$ cat src/rtl/ps2_id_entry.sv
// ----------------------------------------------------------------------------
// ps2_id_entry
//
// Turns raw PS/2 scancode bytes into an N-digit BCD ID for the parking
// controller. The block parses E0/F0 prefixes, tracks whether a Ctrl key is
// down, and handles digit entry, backspace, Esc-clear, Enter-commit and an
// inactivity timeout that discards a partial entry.
//
// Parameters
//   N_DIGITS  digits per ID (1..15)
//   BLANK     nibble value that marks an empty digit position
//   TIMEOUT   idle clk cycles before a partial entry is dropped (0 = never)
//
// Ports
//   clk, reset      rising-edge clock; asynchronous active-high reset
//   code_valid      one-cycle strobe: code holds a received byte
//   code            scancode byte (make, E0, F0 or data)
//   entry           digits being typed, newest in [3:0], unused = BLANK
//   digit_count     number of digits currently held
//   entry_full      digit_count == N_DIGITS
//   id_value        last committed ID, held until the next commit
//   id_commit       pulse: id_value was just updated
//   id_reject       pulse: Enter pressed while the entry was not full
//   key_pulse       pulse: a digit was accepted
//   key_val         last accepted digit, BLANK after reset or any clear
//   esc_pulse       pulse: Esc make code
//   ctrla_pulse     pulse: A make code while Ctrl is held
//   ctrl_held       left or right Ctrl currently down
// ----------------------------------------------------------------------------
module ps2_id_entry #(
    parameter int         N_DIGITS = 7,
    parameter logic [3:0] BLANK    = 4'hA,
    parameter int         TIMEOUT  = 50_000_000
) (
    input  logic                  clk,
    input  logic                  reset,
    input  logic                  code_valid,
    input  logic [7:0]            code,
    output logic [4*N_DIGITS-1:0] entry,
    output logic [3:0]            digit_count,
    output logic                  entry_full,
    output logic [4*N_DIGITS-1:0] id_value,
    output logic                  id_commit,
    output logic                  id_reject,
    output logic                  key_pulse,
    output logic [3:0]            key_val,
    output logic                  esc_pulse,
    output logic                  ctrla_pulse,
    output logic                  ctrl_held
);

    localparam int W  = 4 * N_DIGITS;
    localparam int TW = (TIMEOUT > 1) ? $clog2(TIMEOUT) : 1;

    localparam logic [TW-1:0] T_LAST    = (TIMEOUT > 0) ? TW'(TIMEOUT - 1) : '0;
    localparam logic [3:0]    N_MAX     = 4'(N_DIGITS);
    localparam logic [W-1:0]  ALL_BLANK = {N_DIGITS{BLANK}};
    // Backspace shifts right and refills the oldest position with BLANK.
    localparam logic [W-1:0]  TOP_BLANK = W'(BLANK) << (W - 4);

    localparam logic [7:0] K_EXT   = 8'hE0;
    localparam logic [7:0] K_BRK   = 8'hF0;
    localparam logic [7:0] K_CTRL  = 8'h14;
    localparam logic [7:0] K_A     = 8'h1C;
    localparam logic [7:0] K_ENTER = 8'h5A;
    localparam logic [7:0] K_ESC   = 8'h76;
    localparam logic [7:0] K_BKSP  = 8'h66;

    typedef enum logic [1:0] {
        P_IDLE,
        P_EXT,
        P_BRK,
        P_EXT_BRK
    } parse_t;

    // Top-row and keypad digit make codes; returns {valid, digit}.
    function automatic logic [4:0] digit_of(input logic [7:0] c);
        case (c)
            8'h45, 8'h70: return {1'b1, 4'd0};
            8'h16, 8'h69: return {1'b1, 4'd1};
            8'h1E, 8'h72: return {1'b1, 4'd2};
            8'h26, 8'h7A: return {1'b1, 4'd3};
            8'h25, 8'h6B: return {1'b1, 4'd4};
            8'h2E, 8'h73: return {1'b1, 4'd5};
            8'h36, 8'h74: return {1'b1, 4'd6};
            8'h3D, 8'h6C: return {1'b1, 4'd7};
            8'h3E, 8'h75: return {1'b1, 4'd8};
            8'h46, 8'h7D: return {1'b1, 4'd9};
            default:      return 5'b0;
        endcase
    endfunction

    parse_t          state_q, state_d;
    logic            is_make, is_break, ext;
    logic [4:0]      dig;

    logic [W-1:0]    entry_d, id_d;
    logic [3:0]      count_d, key_val_d;
    logic            commit_d, reject_d, key_d, esc_d, ctrla_d;
    logic            ctrl_l, ctrl_r, ctrl_l_d, ctrl_r_d;
    logic [TW-1:0]   timer_q, timer_d;

    assign entry_full = (digit_count == N_MAX);
    assign ctrl_held  = ctrl_l | ctrl_r;
    assign dig        = digit_of(code);

    // Prefix parser: classifies each strobed byte as prefix, make or break.
    always_comb begin
        // NOTE: every signal written here gets a default first so no path
        // leaves it unassigned, which would otherwise infer a latch.
        state_d  = state_q;
        is_make  = 1'b0;
        is_break = 1'b0;
        ext      = 1'b0;
        if (code_valid) begin
            unique case (state_q)
                P_IDLE: begin
                    if (code == K_EXT)      state_d = P_EXT;
                    else if (code == K_BRK) state_d = P_BRK;
                    else                    is_make = 1'b1;
                end
                P_EXT: begin
                    ext = 1'b1;
                    if (code == K_EXT)      state_d = P_EXT;
                    else if (code == K_BRK) state_d = P_EXT_BRK;
                    else begin
                        is_make = 1'b1;
                        state_d = P_IDLE;
                    end
                end
                P_BRK: begin
                    if (code != K_BRK) begin
                        is_break = 1'b1;
                        state_d  = P_IDLE;
                    end
                end
                P_EXT_BRK: begin
                    ext      = 1'b1;
                    is_break = 1'b1;
                    state_d  = P_IDLE;
                end
                default: state_d = P_IDLE;
            endcase
        end
    end

    // Key actions and inactivity timer.
    always_comb begin
        entry_d   = entry;
        count_d   = digit_count;
        id_d      = id_value;
        key_val_d = key_val;
        ctrl_l_d  = ctrl_l;
        ctrl_r_d  = ctrl_r;
        timer_d   = timer_q;
        commit_d  = 1'b0;
        reject_d  = 1'b0;
        key_d     = 1'b0;
        esc_d     = 1'b0;
        ctrla_d   = 1'b0;

        if (is_make) begin
            if (code == K_CTRL) begin
                if (ext) ctrl_r_d = 1'b1;
                else     ctrl_l_d = 1'b1;
            end else if (code == K_A) begin
                ctrla_d = ctrl_held;
            end else if (code == K_ENTER) begin
                if (entry_full) begin
                    id_d      = entry;
                    commit_d  = 1'b1;
                    entry_d   = ALL_BLANK;
                    count_d   = 4'd0;
                    key_val_d = BLANK;
                end else begin
                    reject_d = 1'b1;
                end
            end else if (code == K_ESC) begin
                esc_d     = 1'b1;
                entry_d   = ALL_BLANK;
                count_d   = 4'd0;
                key_val_d = BLANK;
            end else if (!ext && code == K_BKSP) begin
                if (digit_count != 4'd0) begin
                    entry_d = (entry >> 4) | TOP_BLANK;
                    count_d = digit_count - 4'd1;
                end
            end else if (!ext && dig[4] && !ctrl_held && !entry_full) begin
                // Extended keypad codes are navigation keys and never land here.
                entry_d   = (entry << 4) | W'(dig[3:0]);
                count_d   = digit_count + 4'd1;
                key_val_d = dig[3:0];
                key_d     = 1'b1;
            end
        end else if (is_break && code == K_CTRL) begin
            if (ext) ctrl_r_d = 1'b0;
            else     ctrl_l_d = 1'b0;
        end

        // Any received byte restarts the idle timer, so a code arriving on
        // the expiry cycle wins over the timeout.
        if (code_valid) begin
            timer_d = '0;
        end else if (TIMEOUT == 0 || digit_count == 4'd0) begin
            timer_d = '0;
        end else if (timer_q == T_LAST) begin
            entry_d   = ALL_BLANK;
            count_d   = 4'd0;
            key_val_d = BLANK;
            timer_d   = '0;
        end else begin
            timer_d = timer_q + TW'(1);
        end
    end

    // NOTE: sequential state uses non-blocking assignments so every register
    // samples the pre-edge values, independent of statement order.
    always_ff @(posedge clk or posedge reset) begin
        if (reset) begin
            state_q     <= P_IDLE;
            entry       <= ALL_BLANK;
            digit_count <= 4'd0;
            id_value    <= ALL_BLANK;
            key_val     <= BLANK;
            ctrl_l      <= 1'b0;
            ctrl_r      <= 1'b0;
            timer_q     <= '0;
            id_commit   <= 1'b0;
            id_reject   <= 1'b0;
            key_pulse   <= 1'b0;
            esc_pulse   <= 1'b0;
            ctrla_pulse <= 1'b0;
        end else begin
            state_q     <= state_d;
            entry       <= entry_d;
            digit_count <= count_d;
            id_value    <= id_d;
            key_val     <= key_val_d;
            ctrl_l      <= ctrl_l_d;
            ctrl_r      <= ctrl_r_d;
            timer_q     <= timer_d;
            id_commit   <= commit_d;
            id_reject   <= reject_d;
            key_pulse   <= key_d;
            esc_pulse   <= esc_d;
            ctrla_pulse <= ctrla_d;
        end
    end

endmodule

$ cat config.mk
export PLATFORM = sky130hd
export DESIGN_NAME = ps2_id_entry
export DESIGN_NICKNAME = d
export VERILOG_FILES = /design/src/rtl/ps2_id_entry.sv
export SDC_FILE = /design/constraint.sdc
export NUM_CORES = 1
export LEC_CHECK = 0
export CAP_MARGIN = 20
export CORE_ASPECT_RATIO = 1.25
export CORE_MARGIN = 4
export CORE_UTILIZATION = 41
export DETAILED_ROUTE_END_ITERATION = 10
export PLACE_DENSITY_LB_ADDON = 0.3
export SYNTH_ARGS = -nofsm -noshare
export SYNTH_HDL_FRONTEND = slang
export SYNTH_SLANG_ARGS = --single-unit
$ cat constraint.sdc
create_clock -name clk -period 5.2 [get_ports clk]
set_input_delay 1.04 -clock clk [delete_from_list [all_inputs] [get_ports clk]]
set_output_delay 1.04 -clock clk [all_outputs]
set_load 0.05 [all_outputs]
==> flow_metrics.py <==
metrics = {
    "grt": {
        "grt_pass1_wl_microns": 24400,
        "grt_usage": 0.187,
        "grt_max_degree": 70,
        "antenna_found_initial": 0,
        "gr-total-overflow": 0,
        "grt_pass1_vias": 4704,
    },
    "floorplan": {
        "ios": 82,
        "core_area_sq_um": 13300,
        "chipWidth_microns": 113,
        "fp-row-count": 47,
        "die_h_microns": 139,
        "die-area_sq_um": 15700,
        "start_util": 0.423,
    },
    "sta": {
        "skew_ns": 0.00849,
        "finalSetupViolations": 0,
        "timing.final.crit_share": 0.786,
        "setup_tns_ns": 0,
        "holdWs_ns": 0.469,
        "worst_pin_slew_ns": 0.928,
        "hold_viol": 0,
        "rsz0062_at_grt": "no",
        "setup_ws_ns": 1.11,
        "slew_headroom": 0.381,
        "drv_slew": 0,
        "max_freq_mhz": 245,
        "post-route-min-period_ns": 4.09,
    },
    "final_layout": {
        "fillers": 1227,
        "drive_above_1_share": 0.163,
        "syn2layout_area_growth_pct": 20.9,
        "layout.nets": 664,
        "insertedDiodeCount": 0,
        "postLayoutCellArea_sq_um": 6830,
        "post-route-util": 0.511,
    },
    "synthesis": {
        "synth-xor-area-share": 0.0341,
        "ys_warn_count": 0,
        "avgSynthCellArea_sq_um": 9.58,
        "synth_nets": 603,
        "ys.flop_type": "dfrtp_1",
        "yosys-top-cells-area": "dfrtp_1, dfstp_2, mux2_4",
        "synthesis.instances": 589,
        "ys_ff_latch": 99,
        "yosys.area_share.adder": 0.00665,
        "synthMuxAreaShare": 0.0942,
        "ys_seq_area_frac": 0.446,
        "synth-async-reset-ratio": 1.00,
        "synth-compound-area-share": 0.167,
        "yosys.area.top_type": "dfrtp_1",
        "yosys.area_share.simple": 0.208,
        "synth_edf_count": 0,
        "synth.distinct_cells": 69,
        "synth_top_area_frac": 0.306,
        "synth_area_sq_um": 5640,
        "synth_top_family_by_area": "simple AND/OR/NAND/NOR gates",
    },
    "clock_tree": {
        "clk_pin_slew_ns": 0.07,
        "cts_setup_buffers": 0,
        "clock-sinks": 99,
        "clockBufferDepth": 2,
        "cts_tree": "yes",
        "ctsHoldBuffers": 0,
        "htree_num_levels": 3,
        "root_buffer": "clkbuf_16",
        "clk_latency_ns": 0.34,
        "cts_made_buffers": 9,
        "post_cts_resized": 0,
    },
    "setup_path": {
        "required_ns": 5.43,
        "reg2reg_depth": 8,
        "crit_slowest_cell": "or3_2",
        "reg2reg_to": "entry[10]",
        "critPathLaunchType": "primary input",
        "critPathKind": "in2reg",
        "cp.arrival_ns": 4.32,
        "critPathBufInv": 1,
        "critical_path.max_fanout": 34,
        "critPathCaptureType": "register",
        "r2r_slack_ns": 2.29,
        "path_cells": "clkdlybuf4s50_1 -> and4bb_4 -> a311oi_2 -> nand2_1 -> or3_2 -> mux2_4",
        "slowest_delay_ns": 0.98,
        "reg2reg_from": "digit_count[0]",
        "path_delay_family": "simple AND/OR/NAND/NOR gates",
    },
    "pwr": {
        "ir_drop_uv": 277,
        "p_per_area_nw_per_um2": 387,
        "leakage_nw": 2.78,
    },
    "worst_hold_path": {
        "hp-start": "id_value[1]",
        "holdPathEnd": "id_value[1]",
        "min_path_type": "reg2reg",
        "min_path_cells": 2,
    },
    "flow_run": {
        "max-cap-violations": 0,
    },
    "placed_design": {
        "dp_hpwl_microns": 10100,
        "gp_congestion": 0.868,
        "io_buffers": 81,
        "dp_slack_ns": 0.782,
        "dpl_cell_area_sq_um": 6520,
    },
    "detailed_routing": {
        "wire_per_inst_microns": 17.8,
        "drc": 0,
        "route.vias.total": 4721,
        "drtIter0Drc": 402,
        "wl_microns": 14700,
        "via_per_inst": 5.72,
        "ant_nets": 0,
        "first_pass_iters": 5,
    },
    "outcome": {
        "status": "complete, no violations",
    },
}
## logic make-up after synthesis
kind of cell	after synthesis
AOI/OAI and AO/OA	150
xor gates and xnor gates	22
adders and majority gates	3
buffers and inverters	51
DFF	99
muxes	42
and+or+nand+nor	222
## power breakdown
part	switching (W)	leakage (nW)	internal (W)	total, W
Combinational	0.000588	1.37	0.000310	0.000898
Clock	0.000301	0.150	0.000391	0.000692
Sequential	0.000158	1.26	0.000893	0.00105
## worst max path at each step
| stage | startpoint | to | slack [ns] | depth (start not counted) |
|---|---|---|---|---|
| after floorplan | reset | ctrl_l | 1.62 | 1 |
| after detailed placement | code[2] | id_value[2] | 0.78 | 6 |
| after global routing | code[2] | entry[0] | 0.87 | 9 |
| final | code[2] | id_value[14] | 1.11 | 6 |
| after global placement | code[2] | id_value[0] | 0.87 | 6 |
| after CTS | code[2] | id_value[2] | 1.15 | 6 |
## worst reg2reg max path, cell delays in order (launching register included)
cell,delay [ns]
dfrtp_1,0.43
inv_1,0.11
ha_1,0.25
nor3b_2,0.18
or2_2,0.32
or4_1,0.88
nand2_4,0.33
o21ai_1,0.12
o2bb2ai_1,0.17
## layout by cell type (no fill, tap or decap), drive strengths merged, types with 19 or more instances in the layout
cell            n
nand3          24
mux2           35
inv            19
nor2           67
dfrtp          69
nand2          51
a21oi          39
dfstp          30
clkdlybuf4s50  81
o21ai          53
## sequential cells by signal (all words and copies together), names as in the netlist, 2 cells and up
name and flops:
id_value 28, key_val 4, state_q 2, entry 28
digit_count 4, timer_q 26
## synth_stat cells (3+ instances only)
| master | n |
|---|---|
| buf_2 | 12 |
| nand2_1 | 49 |
| buf_4 | 7 |
| mux2i_1 | 7 |
| xor2_1 | 16 |
| nor4bb_1 | 6 |
| mux2_4 | 18 |
| a2bb2oi_1 | 4 |
| xnor2_1 | 6 |
| dfrtp_1 | 69 |
| o21ai_1 | 16 |
| o21ai_0 | 37 |
| nand4_1 | 10 |
| or3_1 | 5 |
| a31oi_1 | 3 |
| mux2_2 | 17 |
| nor2_1 | 63 |
| nor4b_1 | 5 |
| inv_1 | 16 |
| a21oi_1 | 38 |
| o2bb2ai_1 | 13 |
| o211ai_1 | 6 |
| nor2b_1 | 4 |
| and3_1 | 10 |
| nand2b_1 | 5 |
| o22ai_1 | 9 |
| nand3_1 | 24 |
| and2_1 | 3 |
| a211oi_1 | 3 |
| nor4_1 | 3 |
| ha_1 | 3 |
| clkbuf_1 | 13 |
| nor3b_1 | 4 |
| nor2_2 | 4 |
| o31ai_1 | 3 |
| nor3_1 | 9 |
| dfstp_2 | 30 |
## through the flow
stage	power, W	std cells
2_1_floorplan	0.00165	589
3_3_place_gp	0.00194	810
3_5_place_dp	0.00196	810
4_1_cts	0.00267	826
5_1_grt	0.00277	826
6_report	0.00264	826
## metal layers
layer,share of wire,vias up,global-route usage
met4,0.013,0,0.0513
met3,0.056,18,0.0310
met1,0.45,2291,0.263
met5,0,-,0
li1,-,2244,-
met2,0.48,168,0.301
## cell type report
class	instances	area [sq um]	area share
Clock buffer	10	239	0.0350
Sequential cell	99	2510	0.368
Clock inverter	6	68.8	0.0101
Tap cell	171	214	0.0313
Multi-Input combinational cell	439	2890	0.423
Inverter	16	62.6	0.00916
Timing Repair Buffer	85	841	0.123
(Power assumes the default switching activity.)
